[config.mk]
export PLATFORM = sky130hd
export DESIGN_NAME = amba_axi4_stream_rr_arbiter
export DESIGN_NICKNAME = d
export VERILOG_FILES = /design/src/rtl/amba_axi4_stream_seda_pkg.sv /design/src/rtl/amba_axi4_stream_rr_picker.sv /design/src/rtl/amba_axi4_stream_rr_arbiter.sv
export SDC_FILE = /design/constraint.sdc
export NUM_CORES = 1
export LEC_CHECK = 0
export CAP_MARGIN = 20
export CORE_AREA = 10 10 101 103
export CTS_CLUSTER_DIAMETER = 200
export CTS_CLUSTER_SIZE = 28
export DETAILED_ROUTE_END_ITERATION = 12
export DIE_AREA = 0 0 111 113
export HOLD_SLACK_MARGIN = 0.02
export PLACE_DENSITY = 0.79
export SLEW_MARGIN = 20
export SYNTH_ARGS = -nofsm -noshare
export SYNTH_HDL_FRONTEND = slang
export SYNTH_SLANG_ARGS = --single-unit
[constraint.sdc]
create_clock -name ACLK -period 4.6 [get_ports ACLK]
set_clock_uncertainty 0.1 [all_clocks]
set_input_delay 0.92 -clock ACLK [delete_from_list [all_inputs] [get_ports ACLK]]
set_output_delay 0.92 -clock ACLK [all_outputs]
set_load 0.03 [all_outputs]
[src/rtl/amba_axi4_stream_seda_pkg.sv]
// rtl/amba_axi4_stream_seda_pkg.sv - AXI4-Stream payload types and arbiter config shared by the stream blocks
package amba_axi4_stream_seda_pkg;

  typedef logic [31:0] axi_data_t;
  typedef logic [3:0]  axi_strb_t;
  typedef logic [3:0]  axi_keep_t;
  typedef logic [3:0]  axi_id_t;
  typedef logic [3:0]  axi_dest_t;
  typedef logic [3:0]  axi_user_t;

  localparam int AXI4_STREAM_NUM_SRC      = 4;
  localparam bit AXI4_STREAM_ARB_ON_TLAST = 1'b1;

  typedef enum logic {ARB_IDLE, ARB_BUSY} axi_arb_state_t;

endpackage

[src/rtl/amba_axi4_stream_rr_picker.sv]
// rtl/amba_axi4_stream_rr_picker.sv - combinational round-robin pick: rotate by pointer, priority-encode, unrotate
module amba_axi4_stream_rr_picker #(
  parameter  int N = 4,
  localparam int W = $clog2(N)
) (
  input  logic [N-1:0] req_i,
  input  logic [W-1:0] ptr_i,
  output logic         found_o,
  output logic [W-1:0] idx_o
);

  logic [N-1:0] rot;
  logic [W-1:0] off;
  logic [W:0]   sum;

  always_comb begin
    rot     = N'({req_i, req_i} >> ptr_i);
    found_o = |rot;
    off     = '0;
    for (int i = N - 1; i >= 0; i--) begin
      if (rot[i]) off = W'(i);
    end
    // N need not be a power of two, so unrotate with an explicit modulo
    sum = {1'b0, off} + {1'b0, ptr_i};
    if (sum >= (W + 1)'(N)) sum = sum - (W + 1)'(N);
    idx_o = sum[W-1:0];
  end

endmodule

[src/rtl/amba_axi4_stream_rr_arbiter.sv]
// rtl/amba_axi4_stream_rr_arbiter.sv - packet-level round-robin arbiter sharing one AXI4-Stream master port
module amba_axi4_stream_rr_arbiter
  import amba_axi4_stream_seda_pkg::*;
#(
  parameter  int NUM_SRC      = AXI4_STREAM_NUM_SRC,
  parameter  bit ARB_ON_TLAST = AXI4_STREAM_ARB_ON_TLAST,
  localparam int SRC_W        = $clog2(NUM_SRC)
) (
  input  logic               ACLK,
  input  logic               ARESETn,
  input  logic [NUM_SRC-1:0] s_tvalid,
  output logic [NUM_SRC-1:0] s_tready,
  input  axi_data_t          s_tdata [NUM_SRC],
  input  axi_strb_t          s_tstrb [NUM_SRC],
  input  axi_keep_t          s_tkeep [NUM_SRC],
  input  logic [NUM_SRC-1:0] s_tlast,
  input  axi_id_t            s_tid   [NUM_SRC],
  input  axi_dest_t          s_tdest [NUM_SRC],
  input  axi_user_t          s_tuser [NUM_SRC],
  output logic               m_tvalid,
  input  logic               m_tready,
  output axi_data_t          m_tdata,
  output axi_strb_t          m_tstrb,
  output axi_keep_t          m_tkeep,
  output logic               m_tlast,
  output axi_id_t            m_tid,
  output axi_dest_t          m_tdest,
  output axi_user_t          m_tuser,
  output logic [SRC_W-1:0]   grant_idx,
  output logic               busy
);

  axi_arb_state_t   state_q, state_d;
  logic [SRC_W-1:0] grant_q, grant_d;
  logic [SRC_W-1:0] rr_ptr_q, rr_ptr_d;
  logic             pick_found;
  logic [SRC_W-1:0] pick_idx;
  logic             release_grant;

  amba_axi4_stream_rr_picker #(.N(NUM_SRC)) u_picker (
    .req_i   (s_tvalid),
    .ptr_i   (rr_ptr_q),
    .found_o (pick_found),
    .idx_o   (pick_idx)
  );

  always_ff @(posedge ACLK or negedge ARESETn) begin
    if (!ARESETn) begin
      state_q  <= ARB_IDLE;
      grant_q  <= '0;
      rr_ptr_q <= '0;
    end else begin
      state_q  <= state_d;
      grant_q  <= grant_d;
      rr_ptr_q <= rr_ptr_d;
    end
  end

  // The grant is released on the accepted beat that ends the arbitration unit
  always_comb begin
    state_d       = state_q;
    grant_d       = grant_q;
    rr_ptr_d      = rr_ptr_q;
    release_grant = s_tvalid[grant_q] & m_tready & (s_tlast[grant_q] | !ARB_ON_TLAST);
    case (state_q)
      ARB_IDLE: begin
        if (pick_found) begin
          state_d = ARB_BUSY;
          grant_d = pick_idx;
        end
      end
      ARB_BUSY: begin
        if (release_grant) begin
          state_d  = ARB_IDLE;
          rr_ptr_d = (grant_q == SRC_W'(NUM_SRC - 1)) ? '0 : grant_q + 1'b1;
        end
      end
      default: state_d = ARB_IDLE;
    endcase
  end

  always_comb begin
    busy      = (state_q == ARB_BUSY);
    grant_idx = grant_q;
    m_tvalid  = busy & s_tvalid[grant_q];
    s_tready  = '0;
    if (busy) s_tready[grant_q] = m_tready;
    m_tdata   = s_tdata[grant_q];
    m_tstrb   = s_tstrb[grant_q];
    m_tkeep   = s_tkeep[grant_q];
    m_tlast   = s_tlast[grant_q];
    m_tid     = s_tid[grant_q];
    m_tdest   = s_tdest[grant_q];
    m_tuser   = s_tuser[grant_q];
  end

endmodule

## Yosys cells after proc, flatten, opt, wreduce, memory -nomap -nowiden

Cells that the tools add are included.

- Add/sub/neg operators: 3
- Magnitude comparators: 4
- Equality and inequality tests: 1
- Shifts and indexed selects: 1
- Multiplexer cells: 34
- Bitwise gates (word level): 6
- Reduce and logical (&&, ||, !) cells: 4

Operators by type and width:

| operator | number |
|---|---|
| 32-bit binary-select mux with 2-bit select | 1 |
| 32-bit 2-to-1 mux | 2 |
| 4-bit 2-to-1 mux | 11 |
| 4-bit binary-select mux with 2-bit select | 5 |
| 2-bit 2-to-1 mux | 6 |
| 8-bit by 2-bit >> shifter with 4-bit output | 1 |
| 3-bit greater-or-equal comparator (second input constant) | 2 |
| 1-bit 2-to-1 mux | 5 |
| 4-bit AND | 1 |
| 1-bit binary-select mux with 2-bit select | 2 |
| 2-bit AND reduction | 2 |
| 4-bit OR reduction | 1 |
| 2-bit by 2-bit adder with 3-bit output | 1 |
| 1-bit AND | 3 |
| 2-bit by 3-bit less-than comparator with 1-bit output (second input constant) | 1 |
| 2-bit NOT with 3-bit output | 1 |
| 2-bit by 1-bit adder with 2-bit output (second input constant) | 1 |
| 1-bit demux with 2-bit select | 1 |
| 2-bit equality test (second input constant) | 1 |
| 2-bit by 1-bit greater-or-equal comparator with 1-bit output (second input constant) | 1 |
| 1-bit one-hot mux with 2 select lines | 1 |
| 2-bit by 1-bit subtractor with 2-bit output (second input constant) | 1 |
| 1-bit logical AND | 1 |
| 1-bit NOT | 1 |

- Register bits: 5
- Output and inout port bits: 61
- Word-level logic and storage cells: 56

## Logic depth before layout (Yosys ltp)

Gate-level depths: netlist (run 1).

- Word-level depth: 8
- Gate-level depth with buffers: 9
- Mapped depth without buffers: 8

## By module

From an unflattened synthesis (run 1), not the netlist that was laid out.

- Cells, all modules: 120
- Area, all modules: 1786.7 µm²

Modules (own cells, without submodules):

| module | times used | cells each | area an instance (µm²) | sequential area each (µm²) |
|---|---|---|---|---|
| amba_axi4_stream_rr_arbiter | 1 | 97 | 1606.5 | 125.1 |
| amba_axi4_stream_rr_picker | 1 | 23 | 180.2 | 0.0 |

## Worst setup path after synthesis (run 1)

No wires, ideal clock.

- Kind: flip-flop to output port
- From: register grant_q[0], in the netlist grant_idx[0]
- To: output port m_tdata[0]
- Arrival time: 1.714 ns
- Required time: 3.580 ns
- Path slack: 1.866 ns
- Stages on the path, launching flop included: 4
- Path buffers: 2
- Cell sequence: dfrtp_1 buf_4 buf_4 mux4_2

- Longest elaborated chain between the ends: 4

Ends and longest elaborated chain:

| what | line | text |
|---|---|---|
| start, declared | amba_axi4_stream_rr_arbiter.sv:34 | `logic [SRC_W-1:0] grant_q, grant_d;` |
| start signal, assigned | amba_axi4_stream_rr_arbiter.sv:54 | `grant_q <= grant_d;` |
| 2-bit NOT with 3-bit output (implied by the code) | amba_axi4_stream_rr_arbiter.sv:88 | `m_tdata = s_tdata[grant_q];` |
| 32-bit binary-select mux with 2-bit select | amba_axi4_stream_rr_arbiter.sv:88 |  |
| 32-bit 2-to-1 mux (implied by the code) (2 in series) | amba_axi4_stream_rr_arbiter.sv:88 |  |
| end, declared | amba_axi4_stream_rr_arbiter.sv:22 | `output axi_data_t m_tdata,` |

No other way between the ends. The select of a mux whose other input is x is not followed.

## Final worst setup path (run 1)

- From: input port s_tvalid[3]
- To: output port m_tvalid

- Longest elaborated chain between the ends: 3

Ends and longest elaborated chain:

| what | line | text |
|---|---|---|
| start, declared | amba_axi4_stream_rr_arbiter.sv:11 | `input logic [NUM_SRC-1:0] s_tvalid,` |
| 1-bit binary-select mux with 2-bit select | amba_axi4_stream_rr_arbiter.sv:85 | `m_tvalid = busy & s_tvalid[grant_q];` |
| 1-bit 2-to-1 mux (implied by the code) | amba_axi4_stream_rr_arbiter.sv:85 |  |
| 1-bit AND | amba_axi4_stream_rr_arbiter.sv:85 |  |
| end, declared | amba_axi4_stream_rr_arbiter.sv:20 | `output logic m_tvalid,` |

No other way between the ends. The select of a mux whose other input is x is not followed.

==> results of run 1 <==
-- final cells by class --
type	instances	area, um2
fill	684	3470
timing repair buffer	283	2840
multi-input combinational	92	1510
tap	105	131
sequential	5	130
clock buffer	4	45.0
inverter	4	15.0
antenna	2	5.00
-- per-layer routing --
layer / up-vias / share of wire (%)
met1: 1170 / 32
met5: - / 0.096
met2: 171 / 55
li1: 1074 / -
met4: 2 / 1.2
met3: 9 / 11
-- report_power, final --
part / internal [mW] / switching, mW / leakage [nW]
Sequential: 0.0675 / 0.0927 / 0.0553
Clock: 0.0595 / 0.0219 / 0.0228
Combinational: 1.14 / 1.09 / 1.61
Total: 1.27 / 1.21 / 1.69
-- through the flow --
step | instances | power (mW) | utilization, %
6_report | 495 | 2.48 | 57.4
5_1_grt | 494 | 2.61 | 57.3
4_1_cts | 493 | 2.51 | 57.3
3_5_place_dp | 489 | 2.42 | 56.8
3_3_place_gp | 489 | 2.40 | 56.8
2_1_floorplan | 114 | 1.53 | -
-- critical path: cells and delay by family --
family | cells | cell delay, ns
buffers and inverters | 2 | 1.12
multiplexers | 1 | 0.53
AND/OR/NAND/NOR | 1 | 0.17
-- flip-flops by register name (all words and copies together) (netlist names) --
signal     cells
busy           1
grant_idx      2
rr_ptr_q       2
-- worst paths after layout --
check                          endpoint         start  depth (start not counted)
max                            m_tvalid   s_tvalid[3]                          4
max in group asynchronous  grant_idx[0]       ARESETn                          1
min in group asynchronous          busy       ARESETn                          1
min reg2reg                 rr_ptr_q[0]  grant_idx[0]                          1
max reg2reg                 rr_ptr_q[1]  grant_idx[0]                          4
min                         rr_ptr_q[0]  grant_idx[0]                          1
-- cells in the mapped netlist (all sizes together) --
library cell and count:
o31ai 1, o211ai 1, o31a 2, nor3 1, and3 4, buf 9, nand4 1, nor2 1
or3b 2, inv 4, xnor2 1, o21ai 1, a2bb2oi 1, or2 1, a21boi 1, nand2 4
nor4 1, mux4 54, clkbuf 4, or3 1, nand3b 2, mux2 2, o21a 1, ha 5
a21oi 3, dfrtp 5, and2 1
-- kinds of logic (layout without fill, tap and decap cells) --
group,count (synthesis),in the layout
and+or+nand+nor,19,19
AOI/OAI and AO/OA,11,11
other,0,2
buffers and inverters,17,291
muxes,56,56
adders and majority gates,5,5
xor gates and xnor gates,1,1
DFF,5,5
==> results.json, run 1 <==
{
  "drt-initial-drc-count": 76,
  "period_needed_ns": 3.76,
  "die_w_um": 111,
  "synthAdderAreaFrac_pct": 3.62,
  "status": "complete, no violations",
  "stdcell_area_mm2": 0.00467,
  "drtPass1Iterations": 4,
  "syn_area_mm2": 0.00173,
  "ys_warn_count": 0,
  "final_cell_mix": "clkdlybuf4s50_1, mux4_2, ha_1",
  "path_common_cell": "clkdlybuf4s50_1",
  "synth.distinct_cells": 29,
  "tightest_slew_ns": 0.751,
  "row_count": 33,
  "crit_type": "in -> out",
  "netlist_instances": 114,
  "htree_levels": 1,
  "grtUsageMet2_pct": 36.0,
  "postRouteAntennaNets": 0,
  "drt_wl_total_um": 12500,
  "seq_area_frac_synth_pct": 7.25,
  "synth_xor_area_share_pct": 0.507,
  "end_kind": "primary output",
  "io_pins": 280,
  "setup_tns_ns": 0,
  "drc": 0,
  "mostFrequentLayoutCell": "clkdlybuf4s50_1",
  "syn_avg_cell_area_um2": 15.1,
  "synth_top_cell_area_share_pct": 70.4,
  "layout_setup_ws_ns": 0.841,
  "drv_slew": 0,
  "cts_buffers": 3,
  "grt_usage_pct": 18.7,
  "final_net_count": 613,
  "hold_buffers": 0,
  "drv_cap": 0,
  "grt_use_met1_pct": 18.7,
  "gr-usage-met3_pct": 7.61,
  "area_growth_pct": 170,
  "start_util_pct": 21.2,
  "hpwl_um": 11500,
  "cts_root_buf": "clkbuf_8",
  "vias": 2426,
  "drive_above_1_share_pct": 16.5,
  "grt_max_degree": 35,
  "yosys.area.top_type": "mux4_2",
  "syn_nets": 338,
  "hold_path_class": "reg -> reg",
  "synth_top_family_by_area": "multiplexers",
  "slew_headroom_pct": 50.0,
  "grt_pass1_vias": 2725,
  "whs_ns": 0.505,
  "post_drt_wl_per_cell_um": 25.3,
  "grt_pass1_wl_um": 18300,
  "setup_violations": 0,
  "core_area_mm2": 0.00813,
  "cts_setup_buffers": 0,
  "synth_compound_area_share_pct": 4.42,
  "p_per_area_mw_per_mm2": 530,
  "arrival_ns": 2.74,
  "synthSimpleGateAreaFrac_pct": 6.88,
  "overflow": 0,
  "cts-resized-gates": 0,
  "crit_chain": "clkdlybuf4s50_1 -> mux4_2 -> and2_1 -> clkdlybuf4s50_1",
  "min_period_over_period_pct": 81.7,
  "die-area_mm2": 0.0125,
  "reg2reg_slack_ns": 2.58,
  "via_per_inst": 4.90,
  "cts.clk_slew.worst_paths_ns": 0.03,
  "cts_tree": "done",
  "top_usage_layer": "met2",
  "dpl_worst_slack_ns": 0.855,
  "cp.required_ns": 3.58,
  "crit_fanout": 8,
  "placed_cell_area_mm2": 0.00462,
  "slowest_delay_ns": 0.59,
  "rsz0062_at_grt": "false",
  "port_buffers": 279,
  "worstSkewPairLatency_ns": 0.22,
  "synthTopCellsByArea": "mux4_2, dfrtp_1, ha_1",
  "crit_path_top_delay_cell": "clkdlybuf4s50_1",
  "clock_sinks": 5,
  "gp_congestion": 0.841,
  "cts_buffer_depth": 2,
  "hold_viol": 0,
  "die_h_um": 113,
  "fmax_mhz": 266,
  "ir_drop_v": 0.000551,
  "synthMuxAreaShare_pct": 71.7,
  "setup.worst_path.start_class": "input port",
  "antenna_found_initial": 3,
  "cellLeakagePower_nw": 1.69,
  "synth-seq-cells": 5
}
Power figures use the tool's default switching activity.
==> run 2: changes to the inputs <==
==> constraint.sdc (replaced) <==
create_clock -name ACLK -period 3.5 [get_ports ACLK]
set_clock_uncertainty 0.1 [all_clocks]
set_input_delay 0.7 -clock ACLK [delete_from_list [all_inputs] [get_ports ACLK]]
set_output_delay 0.7 -clock ACLK [all_outputs]
set_load 0.03 [all_outputs]
==> run 2 against run 1 <==
- clock-buffer cell count stayed put
- utilization grew 0.71 points
- routed wire length is 0.17% higher
- critical path depth is the same
- flip-flop and latch count unchanged
- sequential share of layout area is essentially flat
- clock power up 31%
- via count up 0.99%
- register-to-register slack lost 1.2 ns
- largest cell class unchanged
- highest routed layer unchanged
==> results.json, run 2 (same netlist as run 1, synthesis figures left out) <==
{
  "wl_met3_um": 1280,
  "p_seq_share_pct": 6.9,
  "whs_ns": 0.527,
  "die_h_um": 113,
  "p_int_mw": 1.71,
  "drt_wl_total_um": 12600,
  "slowest_delay_ns": 0.59,
  "cts_root_buf": "clkbuf_8",
  "crit_fanout": 5,
  "crit_type": "in -> out",
  "cts_buffers": 3,
  "tightest_slew_ns": 0.406,
  "status": "complete, no violations",
  "area_growth_pct": 174,
  "cts_setup_buffers": 0,
  "ir_drop_v": 0.000577,
  "cts_tree": "done",
  "final_util_pct": 58.1,
  "p_sw_mw": 1.60,
  "hpwl_um": 11600,
  "hold_buffers": 0,
  "end_kind": "primary output",
  "gp_congestion": 0.857,
  "setup_tns_ns": 0,
  "grt_pass1_wl_um": 18400,
  "post_drt_wl_per_cell_um": 25.0,
  "vias": 2450,
  "clock_sinks": 5,
  "drtPass1Iterations": 4,
  "wl_met2_um": 7060,
  "dpl_worst_slack_ns": 0.208,
  "nFillCells": 696,
  "p_sw_share_pct": 48.3,
  "layout_setup_ws_ns": 0.208,
  "cellLeakagePower_nw": 1.72,
  "top_layer": "met5",
  "crit_chain": "clkdlybuf4s50_1 -> mux4_2 -> and2_1 -> clkdlybuf4s50_1",
  "final_net_count": 618,
  "start_util_pct": 21.2,
  "crit_path_top_delay_cell": "clkdlybuf4s50_1",
  "core_area_mm2": 0.00813,
  "row_count": 33,
  "setup.worst_path.start_class": "input port",
  "die-area_mm2": 0.0125,
  "setup_violations": 0,
  "via_per_inst": 4.87,
  "cp.required_ns": 2.70,
  "drv_cap": 0,
  "drv_slew": 0,
  "fmax_mhz": 304,
  "rsz0062_at_grt": "false",
  "cts-resized-gates": 0,
  "htree_levels": 1,
  "slew_headroom_pct": 73.0,
  "die_w_um": 111,
  "final_cell_mix": "clkdlybuf4s50_1, mux4_2, buf_4",
  "cts.clk_slew.worst_paths_ns": 0.04,
  "hold_viol": 0,
  "p_per_area_mw_per_mm2": 700,
  "combPwrFrac_pct": 89.9,
  "drt-initial-drc-count": 88,
  "mostFrequentLayoutCell": "clkdlybuf4s50_1",
  "worstSkewPairLatency_ns": 0.22,
  "min_period_over_period_pct": 94.0,
  "io_pins": 280,
  "grt_usage_pct": 18.7,
  "path_delay_family": "buffers and inverters",
  "antenna_found_initial": 5,
  "period_needed_ns": 3.29,
  "p_clk_share_pct": 3.2,
  "port_buffers": 279,
  "postRouteAntennaNets": 0,
  "arrival_ns": 2.49,
  "drc": 0,
  "grt_max_degree": 26,
  "drive_above_1_share_pct": 17.6,
  "hold_path_class": "reg -> reg",
  "cp_num_buf_inv": 2,
  "grt_pass1_vias": 2872,
  "wl_met1_um": 4080,
  "cts_buffer_depth": 2,
  "overflow": 0,
  "path_common_cell": "clkdlybuf4s50_1"
}
run 2: cell types whose count changed in the layout (fill, tap and decap cells not counted):
cell / previous run / this run
buf_12: 1 / 2
buf_4: 3 / 7
diode_2: 2 / 5
run 2: per-stage QoR:
stage / cell area [um2] / total power [mW] / cells
5_1_grt: 4720 / 3.49 / 500
4_1_cts: 4710 / 3.37 / 498
3_3_place_gp: 4670 / 3.22 / 494
3_5_place_dp: 4670 / 3.25 / 494
6_report: 4720 / 3.31 / 503
2_1_floorplan: 1730 / 2.01 / 114
run 2: final timing paths:
check | startpoint | endpoint | slack [ns] | cells after the start
max | s_tvalid[2] | m_tvalid | 0.21 | 4
min | busy | busy | 0.53 | 2
max reg2reg | rr_ptr_q[1] | grant_idx[1] | 1.41 | 7
min reg2reg | busy | busy | 0.53 | 2
max in group asynchronous | ARESETn | grant_idx[0] | 2.48 | 1
min in group asynchronous | ARESETn | rr_ptr_q[1] | 0.60 | 1
run 2: power by group through the flow:
| stage | registers, mW | clock network (mW) | logic [mW] |
|---|---|---|---|
| after floorplan | 0.147 | 0 | 1.86 |
| after global placement | 0.234 | 0 | 2.99 |
| after detailed placement | 0.234 | 0 | 3.02 |
| after CTS | 0.234 | 0.110 | 3.02 |
| after global routing | 0.247 | 0.114 | 3.13 |
| final | 0.227 | 0.107 | 2.97 |
run 2: area by class of cell:
class | instances | area [um2] | share of cell area [%]
timing repair buffer | 288 | 2890 | 61.1
multi-input combinational | 92 | 1510 | 31.9
tap | 105 | 131 | 2.78
sequential | 5 | 130 | 2.75
clock buffer | 4 | 45.0 | 0.953
inverter | 4 | 15.0 | 0.318
antenna | 5 | 12.5 | 0.265
run 2: worst register-to-register path, cell delays in order, from the launching register on:
cell and delay [ns]:
dfrtp_1 0.48, o21ai_0 0.25, a21oi_1 0.11, o31a_1 0.31, ha_1 0.20, xnor2_1 0.17
nor3_1 0.07, o31a_1 0.28
run 2: per-layer routing:
metal | GRT usage (%) | vias to the layer above
met5 | 0 | -
met4 | 3.47 | 2
met3 | 7.71 | 10
met2 | 36.3 | 154
met1 | 18.2 | 1198
li1 | - | 1086
==> run 3: changes to the inputs <==
--- a/config.mk
+++ b/config.mk
@@ -11,9 +11,9 @@
 export CTS_CLUSTER_SIZE = 28
 export DETAILED_ROUTE_END_ITERATION = 12
 export DIE_AREA = 0 0 111 113
+export GPL_ROUTABILITY_DRIVEN = 0
 export HOLD_SLACK_MARGIN = 0.02
 export PLACE_DENSITY = 0.79
-export SLEW_MARGIN = 20
 export SYNTH_ARGS = -nofsm -noshare
 export SYNTH_HDL_FRONTEND = slang
 export SYNTH_SLANG_ARGS = --single-unit
==> results of run 3 <==
Same layout as run 2: the final DEF is identical, and so are final timing and power.
